`src/rtl/adcc_timing_pkg.sv`:
```
// Shared timing constants, FSM encodings and the statistics record layout
// for the SynchrM->LaunchM delay path.
package adcc_timing_pkg;

    localparam int                 TIMER_W      = 7;
    localparam logic [TIMER_W-1:0] TIMEOUT_CODE = 7'h7F;

    // Sized for the largest window (2^8 samples) so the record type is parameter-free.
    localparam int                 TMO_MAX_W    = 9;

    localparam logic [0:0]         ST_ARM       = 1'b0;
    localparam logic [0:0]         ST_ACCUM     = 1'b1;

    typedef struct packed {
        logic [TIMER_W-1:0]   avg;
        logic [TIMER_W-1:0]   min;
        logic [TIMER_W-1:0]   max;
        logic [TMO_MAX_W-1:0] timeouts;
        logic                 overrun;
    } stat_rec_t;

    function automatic logic out_of_window(input logic [TIMER_W-1:0] x,
                                           input logic [TIMER_W-1:0] lo,
                                           input logic [TIMER_W-1:0] hi);
        return (x < lo) || (x > hi);
    endfunction

endpackage

```
`src/rtl/sync_edge_det.sv`:
```
// Two-flop synchroniser for an asynchronous strobe followed by a registered
// single-cycle pulse on its rising edge.
module sync_edge_det (
    input  logic i_clk,
    input  logic i_rst,
    input  logic i_async,
    output logic o_pulse
);

    logic r_sync1;
    logic r_sync2;
    logic r_prev;
    logic r_pulse;

    always_ff @(posedge i_clk) begin
        if (i_rst) begin
            r_sync1 <= 1'b0;
            r_sync2 <= 1'b0;
            r_prev  <= 1'b0;
            r_pulse <= 1'b0;
        end else begin
            r_sync1 <= i_async;
            r_sync2 <= r_sync1;
            r_prev  <= r_sync2;
            r_pulse <= r_sync2 & ~r_prev;
        end
    end

    assign o_pulse = r_pulse;

endmodule

```
`src/rtl/launch_delay_monitor.sv`:
```
// Windowed statistics over the SynchrM->LaunchM delay samples, with per-sample
// range flagging and a sticky alarm for consecutive lost launches.
module launch_delay_monitor
    import adcc_timing_pkg::*;
#(
    parameter int AVG_LOG2   = 2,
    parameter int MISS_LIMIT = 4
) (
    input  logic               Clk100MHz,
    input  logic               Rst,
    input  logic               SynchrM,
    input  logic [7:0]         ResultTimer,
    input  logic [TIMER_W-1:0] LoLimit,
    input  logic [TIMER_W-1:0] HiLimit,
    input  logic               StatReady,
    output logic               StatValid,
    output logic [TIMER_W-1:0] StatAvg,
    output logic [TIMER_W-1:0] StatMin,
    output logic [TIMER_W-1:0] StatMax,
    output logic [AVG_LOG2:0]  StatTimeouts,
    output logic               StatOverrun,
    output logic               OutOfWindow,
    output logic               LaunchLost
);

    localparam int SUM_W = TIMER_W + AVG_LOG2;
    localparam int TMO_W = AVG_LOG2 + 1;

    logic                r_state;
    logic [TIMER_W-1:0]  r_x;
    logic                r_xStb;
    logic [SUM_W-1:0]    r_sum;
    logic [TIMER_W-1:0]  r_min;
    logic [TIMER_W-1:0]  r_max;
    logic [TMO_W-1:0]    r_tmo;
    logic [AVG_LOG2-1:0] r_cnt;
    stat_rec_t           r_rec;
    logic                r_valid;
    logic                r_oow;
    logic [7:0]          r_missCnt;
    logic                r_lost;

    logic                w_pulse;
    logic                w_isTmo;
    logic                w_doAccum;
    logic                w_lastSample;
    logic                w_load;
    logic                w_accept;
    logic [SUM_W-1:0]    w_sumNext;
    logic [TIMER_W-1:0]  w_minNext;
    logic [TIMER_W-1:0]  w_maxNext;
    logic [TMO_W-1:0]    w_tmoNext;
    logic [7:0]          w_missNext;
    logic [TMO_MAX_W:0]  w_unusedBits;

    sync_edge_det u_synchrEdge (
        .i_clk   (Clk100MHz),
        .i_rst   (Rst),
        .i_async (SynchrM),
        .o_pulse (w_pulse)
    );

    assign w_isTmo      = (r_x == TIMEOUT_CODE);
    assign w_doAccum    = r_xStb && (r_state == ST_ACCUM);
    assign w_lastSample = (r_cnt == '1);
    assign w_load       = w_doAccum && w_lastSample;
    assign w_accept     = r_valid && StatReady;
    assign w_sumNext    = r_sum + SUM_W'(r_x);
    assign w_minNext    = (r_x < r_min) ? r_x : r_min;
    assign w_maxNext    = (r_x > r_max) ? r_x : r_max;
    assign w_tmoNext    = r_tmo + TMO_W'(w_isTmo);
    assign w_missNext   = (r_missCnt == 8'hFF) ? r_missCnt : r_missCnt + 8'd1;

    always_ff @(posedge Clk100MHz) begin
        if (Rst) begin
            r_state   <= ST_ARM;
            r_x       <= '0;
            r_xStb    <= 1'b0;
            r_sum     <= '0;
            r_min     <= TIMEOUT_CODE;
            r_max     <= '0;
            r_tmo     <= '0;
            r_cnt     <= '0;
            r_oow     <= 1'b0;
            r_missCnt <= '0;
            r_lost    <= 1'b0;
        end else begin
            r_xStb <= w_pulse;
            if (w_pulse) begin
                r_x <= ResultTimer[TIMER_W-1:0];
            end

            // The first sample after reset refers to a stale timer result.
            if (r_xStb && (r_state == ST_ARM)) begin
                r_state <= ST_ACCUM;
            end

            r_oow <= w_doAccum && out_of_window(r_x, LoLimit, HiLimit);

            if (w_doAccum) begin
                r_cnt <= r_cnt + AVG_LOG2'(1);
                if (w_lastSample) begin
                    r_sum <= '0;
                    r_min <= TIMEOUT_CODE;
                    r_max <= '0;
                    r_tmo <= '0;
                end else begin
                    r_sum <= w_sumNext;
                    r_min <= w_minNext;
                    r_max <= w_maxNext;
                    r_tmo <= w_tmoNext;
                end

                if (w_isTmo) begin
                    r_missCnt <= w_missNext;
                    if (w_missNext >= 8'(MISS_LIMIT)) begin
                        r_lost <= 1'b1;
                    end
                end else begin
                    r_missCnt <= '0;
                end
            end
        end
    end

    // A fresh record always wins over an accept in the same cycle.
    always_ff @(posedge Clk100MHz) begin
        if (Rst) begin
            r_rec   <= '0;
            r_valid <= 1'b0;
        end else if (w_load) begin
            r_rec.avg      <= TIMER_W'(w_sumNext >> AVG_LOG2);
            r_rec.min      <= w_minNext;
            r_rec.max      <= w_maxNext;
            r_rec.timeouts <= TMO_MAX_W'(w_tmoNext);
            r_rec.overrun  <= r_valid && !StatReady;
            r_valid        <= 1'b1;
        end else if (w_accept) begin
            r_rec.overrun <= 1'b0;
            r_valid       <= 1'b0;
        end
    end

    assign StatValid    = r_valid;
    assign StatAvg      = r_rec.avg;
    assign StatMin      = r_rec.min;
    assign StatMax      = r_rec.max;
    assign StatTimeouts = r_rec.timeouts[TMO_W-1:0];
    assign StatOverrun  = r_rec.overrun;
    assign OutOfWindow  = r_oow;
    assign LaunchLost   = r_lost;

    assign w_unusedBits = {ResultTimer[7], r_rec.timeouts};

endmodule

```
`config.mk`:
```
export PLATFORM = sky130hd
export DESIGN_NAME = launch_delay_monitor
export DESIGN_NICKNAME = d
export VERILOG_FILES = /design/src/rtl/adcc_timing_pkg.sv /design/src/rtl/sync_edge_det.sv /design/src/rtl/launch_delay_monitor.sv
export SDC_FILE = /design/constraint.sdc
export NUM_CORES = 1
export LEC_CHECK = 0
export BUFFER_PORTS_ARGS = -buffer_cell sky130_fd_sc_hd__buf_2
export CAP_MARGIN = 20
export CELL_PAD_IN_SITES_DETAIL_PLACEMENT = 1
export CELL_PAD_IN_SITES_GLOBAL_PLACEMENT = 1
export CORE_ASPECT_RATIO = 1.2
export CORE_MARGIN = 2
export CORE_UTILIZATION = 35
export CTS_CLUSTER_SIZE = 10
export DETAILED_ROUTE_END_ITERATION = 10
export HOLD_SLACK_MARGIN = 0.12
export PLACE_DENSITY = 0.7
export RECOVER_POWER = 100
export SYNTH_ARGS = -nofsm -noshare
export SYNTH_HDL_FRONTEND = slang
export SYNTH_SLANG_ARGS = --single-unit
```
`constraint.sdc`:
```
create_clock -name Clk100MHz -period 3.3 [get_ports Clk100MHz]
set_input_delay 0.495 -clock Clk100MHz [delete_from_list [all_inputs] [get_ports Clk100MHz]]
set_output_delay 0.495 -clock Clk100MHz [all_outputs]
set_load 0.02 [all_outputs]
```
==> qor.txt, run 1 <==
Period Utilization, post-route: 83.44%
Via count: 3,879
Cell variety after synth: 54
CP max stage cell: o31ai_2
# resized after CTS: 0
Crit end category: flip-flop
Mapped Area: 4252 um2
Setup TNS: 0 ns
Maxcap violations: 0
Worst skew pair latency: 0.33 ns
Placement Setup Slack: 0.8223 ns
Ys flop type: dfxtp_1
Worst VDD drop: 0.0002696 V
# nets final: 609
GPL Wtd Cong: 0.8564
CP cell instances: ha_1 -> o21ai_0 -> nor2_1 -> o31ai_2 -> or3_1 -> o32ai_1
Area post-placement: 4707 um2
Worst path bufs/invs: 0
Post-Synth Adder-Cell Area: 11.36%
Pin count of the biggest net entering global routing: 56
Clock Pin Slew Worst Setup and Hold Paths: 0.06 ns
Relative slew slack: 25.40%
First drt pass iteration count: 4
Critical path class: reg -> reg
Final core occ: 41.17%
Tot GR Track Use: 18.64%
IO Count: 54
R2r setup slk: 0.55 ns
Main combinational cell family by area after synthesis: compound AO/OA/AOI/OAI gates
R2R cell count: 6
Synthesized Nets: 563
Final instance area: 4941 um2
Status: finished, final reports clean
Gate power share: 4.8%
Cell Int Power: 1.597 mW
Mean Syn Cell Area: 8.520 um2
Critical path's largest stage delay: 0.78 ns
Die height: 124.7 um
Proportion of layout cells with a drive suffix above 1: 9.836%
CTS buffer count: 9
Ant diodes: 0
Grt ovf: 0
Worst clock skew: 0.006266 ns
Worst hold path class: in -> reg
Tot Pwr: 2.048 mW
Vias/cell: 5.463
Worst path arrival time: 2.93 ns
Sw Share: 22.02%
Worst hold slack: 0.3935 ns
Clock share of power: 49.1%
Layout fillers: 1,508
Initial Util: 35.43%
Flop and latch count out of synthesis: 77
Root Driver: clkbuf_16
Wire length per cell: 16.34 um
Detailed Route WL: 11,600 um
Post-DP HPWL: 8193 um
Crit path time final: 2.754 ns
H-tree Lvls: 3
Initial antenna violation count: 0
Max Freq: 0.3632 GHz
Syn-to-layout area delta: 16.22%
Pwr dens: 414.4 nW/um2
Initial DRC count: 148
Most frequent cells in the layout: dfxtp_1, nor2_1, ha_1
Final setup viols: 0
Seq pwr share: 46.1%
Critical Path RT: 3.47 ns
Port buffer count: 52
Die outline width: 104.6 um
CTS tree: built
Row cnt: 44
Hold-fix buffers, CTS: 0
Vias in the first global route: 4,018
Final worst setup slack: 0.5464 ns
Core region area: 12,000 um2
Switch Pwr: 0.4508 mW
Clock sinks: 77
Non-filler cells, final: 710
Post-synth EDFFs: 0
Async SR Flop Fraction: 0%
P_leak: 2.002 nW
Slew of the pin with the lowest slew margin: 1.119 ns
Global-route wire length before repair: 19,730 um
Setup Buffers After CTS: 0
Synthesized instance count: 499
CP Max Fanout: 11
Hold Vio Cnt, Final: 0
Cell family with most CP delay: compound AO/OA/AOI/OAI gates
XOR/XNOR share of the synthesized area: 0.8240%
Die footprint: 13,050 um2
Commonest non-fill, non-tap cell in the layout: dfxtp_1
Simple-gate share of the synthesized area: 20.22%
Cells on Worst Hold Path: 2
Placed insts: 695
Max-slew violations: 0
Post-synthesis mux area share: 3.796%
Max Buffers Root-to-Sink: 2
Worst setup SP type: flip-flop
DRC viols: 0
WP depth: 6
Seq/Total Area, Yosys: 36.26%
RSZ-0062 raised after global routing: no
Antenna-violating nets left: 0
Area of the multi-input gates: 2472 um2
Compound-gate portion of the synthesized area: 22.16%
Synth warn: 0
Reg area: 1541 um2
==> synth_stat cells (8+ instances only) <==
cell type  number  share of area [%]
nand3_1        17                2.0
nor2_1         54                4.8
ha_1           37                 11
clkbuf_1       24                2.1
dfxtp_1        77                 36
o21ai_0        24                2.8
nand2b_1        8                1.2
mux2i_1        15                3.5
a2111oi_0       9                1.9
inv_1          28                2.5
and3_1          9                1.3
nor3_1         13                1.5
a311oi_1        9                1.9
a21o_1          8                1.4
nor2b_1         8                1.2
a211oi_1       22                3.9
nand2_1        19                1.7
a21oi_1        31                3.6
==> power by group through the flow <==
stage	registers, mW	logic, mW	clock network [mW]
finish	0.944	0.0993	1.00
global route	0.944	0.111	1.06
CTS	0.944	0.104	1.03
detailed placement	0.964	0.103	0
global placement	0.964	0.0972	0
floorplan	0.961	0.0668	0
==> layout make-up <==
cell class / count / area share [%]
multi-input cells: 363 / 50.04
flip-flops and latches: 77 / 31.20
repair buffers: 66 / 6.483
clock buffers: 11 / 5.115
well taps: 161 / 4.077
inverters: 28 / 2.127
clock inverters: 4 / 0.9623
==> routing by layer <==
| metal | vias to the layer above | wire length, um | GRT usage [%] |
|---|---|---|---|
| li1 | 1929 | - | - |
| met1 | 1885 | 5217 | 22.10 |
| met2 | 44 | 5858 | 33.56 |
| met3 | 21 | 240 | 2.669 |
| met4 | 0 | 285 | 7.451 |
| met5 | - | 0 | 0 |
==> worst paths after layout <==
kind,from,endpoint
max reg2reg,r_x[5],r_max[4]
max,r_x[5],r_max[4]
min,SynchrM,u_synchrEdge.r_sync1
min reg2reg,u_synchrEdge.r_prev,u_synchrEdge.o_pulse
==> flip-flops by register name, indices dropped and copies added (netlist names) <==
signal,cells
r_sum,9
r_missCnt,8
StatAvg,7
StatMax,7
StatMin,7
r_max,7
r_min,7
r_x,7
StatTimeouts,3
r_tmo,3
r_cnt,2
LaunchLost,1
OutOfWindow,1
StatOverrun,1
StatValid,1
r_state,1
r_xStb,1
u_synchrEdge.o_pulse,1
u_synchrEdge.r_prev,1
u_synchrEdge.r_sync1,1
u_synchrEdge.r_sync2,1
==> cell families after synthesis <==
group / after synthesis
simple gates: 168
compound gates: 137
flops: 77
buf+inv: 59
fa+ha+maj: 38
mux: 16
xor+xnor: 4
Power figures use the tool's default switching activity.
==> run 2, diff against run 1 <==
==> constraint.sdc (replaced) <==
create_clock -name Clk100MHz -period 2.7 [get_ports Clk100MHz]
set_input_delay 0.405 -clock Clk100MHz [delete_from_list [all_inputs] [get_ports Clk100MHz]]
set_output_delay 0.405 -clock Clk100MHz [all_outputs]
set_load 0.02 [all_outputs]
==> run 2 against run 1 <==
Compared with the run above:
- the flow now finishes with violations (max-capacitance violations, max-slew violations)
- non-clock buffer count grew 7
- clock skew shrank 0.00089 ns
- hold slack lost 0.11 ns
- largest cell class unchanged
==> qor.txt, run 2 (same netlist as run 1, synthesis figures left out) <==
Worst clock skew: 0.005380 ns (-0.0008860 ns)
Critical path class: reg -> reg
Max Buffers Root-to-Sink: 2 (unchanged)
Clock sinks: 77 (unchanged)
CP max stage cell: or3_1
RSZ-0062 raised after global routing: no
Area of the multi-input gates: 2477 um2 (+0.20%)
Row cnt: 44 (unchanged)
Clock Pin Slew Worst Setup and Hold Paths: 0.06 ns (about the same)
Pwr dens: 530.6 nW/um2 (+28%)
Vias in the first global route: 4,207 (+4.7%)
Reg area: 1541 um2 (unchanged)
Maxcap violations: 1 (+1)
Max Freq: 0.4174 GHz (+15%)
Setup Buffers After CTS: 0 (unchanged)
Tot GR Track Use: 19.49% (+0.85 points)
Tot Pwr: 2.684 mW (+31%)
R2R cell count: 8 (+2)
GPL Wtd Cong: 0.8208 (-4.2%)
Detailed Route WL: 11,970 um (+3.2%)
Core region area: 12,000 um2 (unchanged)
Failing checks: max-capacitance violations, max-slew violations
Via count: 3,940 (+1.6%)
R2R Path End: r_max[0]
Vias/cell: 5.487 (+0.44%)
Initial DRC count: 79 (-47%)
Critical path's largest stage delay: 0.46 ns (-0.32 ns)
Relative slew slack: -23.09% (-48 points)
Cell family with most CP delay: compound AO/OA/AOI/OAI gates
HP Start: StatReady
IO Count: 54 (unchanged)
Root Driver: clkbuf_16
Initial Util: 35.43% (unchanged)
Worst reg2reg startpoint: r_x[0]
R2r setup slk: 0.30 ns (-0.24 ns)
Layout fillers: 1,487 (-1.4%)
Non-filler cells, final: 718 (+1.1%)
Max reg flops: 9 (unchanged)
Die footprint: 13,050 um2 (unchanged)
Hold Vio Cnt, Final: 0 (unchanged)
First drt pass iteration count: 4 (unchanged)
Placement Setup Slack: 0.4459 ns (-0.3764 ns)
Grt ovf: 0 (unchanged)
P_leak: 2.070 nW (+3.4%)
Port buffer count: 52 (unchanged)
Wire length per cell: 16.67 um (+2.0%)
Ant diodes: 0 (unchanged)
H-tree Lvls: 3 (unchanged)
Setup TNS: 0 ns (unchanged)
# nets final: 616 (+1.1%)
Critical Path RT: 2.92 ns (-0.55 ns)
Worst skew pair latency: 0.33 ns (about the same)
Pin count of the biggest net entering global routing: 45 (-20%)
CP cell instances: clkbuf_2 -> inv_1 -> ha_1 -> nand3b_1 -> a21oi_1 -> o31ai_4 -> or3_1 -> o32ai_1
Status: finished with violations
Worst VDD drop: 0.0002843 V (+5.4%)
Max-slew violations: 41 (+41)
# resized after CTS: 0 (unchanged)
Commonest non-fill, non-tap cell in the layout: dfxtp_1
CTS buffer count: 9 (unchanged)
Die height: 124.7 um (unchanged)
Syn-to-layout area delta: 18.95%
Global-route wire length before repair: 20,700 um (+4.9%)
Placed insts: 702 (+1.0%)
Worst hold path class: in -> reg
CP Max Fanout: 8 (-3)
Largest Register: r_sum
Period Utilization, post-route: 88.73% (+5.3 points)
Crit path time final: 2.396 ns (-0.3580 ns)
Proportion of layout cells with a drive suffix above 1: 10.77% (+0.94 points)
Antenna-violating nets left: 0 (unchanged)
Cells on Worst Hold Path: 2 (unchanged)
Hold-fix buffers, CTS: 0 (unchanged)
Top flop regs: r_sum x9, r_missCnt x8
Worst hold slack: 0.2816 ns (-0.1119 ns)
CTS tree: built
Final worst setup slack: 0.3044 ns (-0.2420 ns)
Worst Hold Endpoint: StatOverrun
Most frequent cells in the layout: dfxtp_1, nor2_1, ha_1
Final setup viols: 0 (unchanged)
Worst setup SP type: flip-flop
Worst path bufs/invs: 2 (+2)
Crit end category: flip-flop
Die outline width: 104.6 um (unchanged)
Initial antenna violation count: 0 (unchanged)
Slew of the pin with the lowest slew margin: 1.846 ns (+0.7274 ns)
Worst path arrival time: 2.61 ns (-0.32 ns)
DRC viols: 0 (unchanged)
Post-DP HPWL: 8525 um (+4.1%)
run 2: cell type report:
cell class              instances  share of cell area, %
clock buffers                  12                  4.874
clock inverters                 4                  1.880
inverters                      28                  2.078
multi-input cells             363                  48.99
flip-flops and latches         77                  30.48
well taps                     161                  3.983
repair buffers                 73                  7.719
run 2: power by group:
group	total (mW)	internal, mW	switching, mW
Combinational	0.134	0.0582	0.0758
Clock	1.40	0.928	0.471
Sequential	1.15	1.14	0.00814
run 2: worst register-to-register path: cells and delay by family (launching register included):
family,cells,cell delay [ns]
AO/OA/AOI/OAI,3,0.70
adder cells (fa/ha/maj),1,0.22
buffers and inverters,2,0.43
flip-flops,1,0.33
AND/OR/NAND/NOR,2,0.62
run 2: metal layers:
layer	track usage, %	part of all wire (%)
met1	22.57	44
met2	36.02	52
met3	3.087	2.0
met4	6.745	2.1
met5	0	0
run 2: worst max path at each step:
stage	start	endpoint	slack, ns	depth (start not counted)
final	r_x[0]	r_max[0]	0.30	8
after floorplan	r_x[0]	StatAvg[6]	0.70	7
after detailed placement	r_x[1]	StatAvg[6]	0.45	6
after CTS	r_x[1]	StatAvg[6]	0.43	6
after global placement	r_x[1]	StatAvg[6]	0.54	6
after global routing	Rst	u_synchrEdge.o_pulse	0.17	4
run 2: per-stage QoR:
step	area [um2]	utilization (%)
2_1_floorplan	4252	-
3_3_place_gp	4772	39.76
3_5_place_dp	4772	39.76
4_1_cts	5114	42.61
5_1_grt	5057	42.14
6_report	5057	42.14
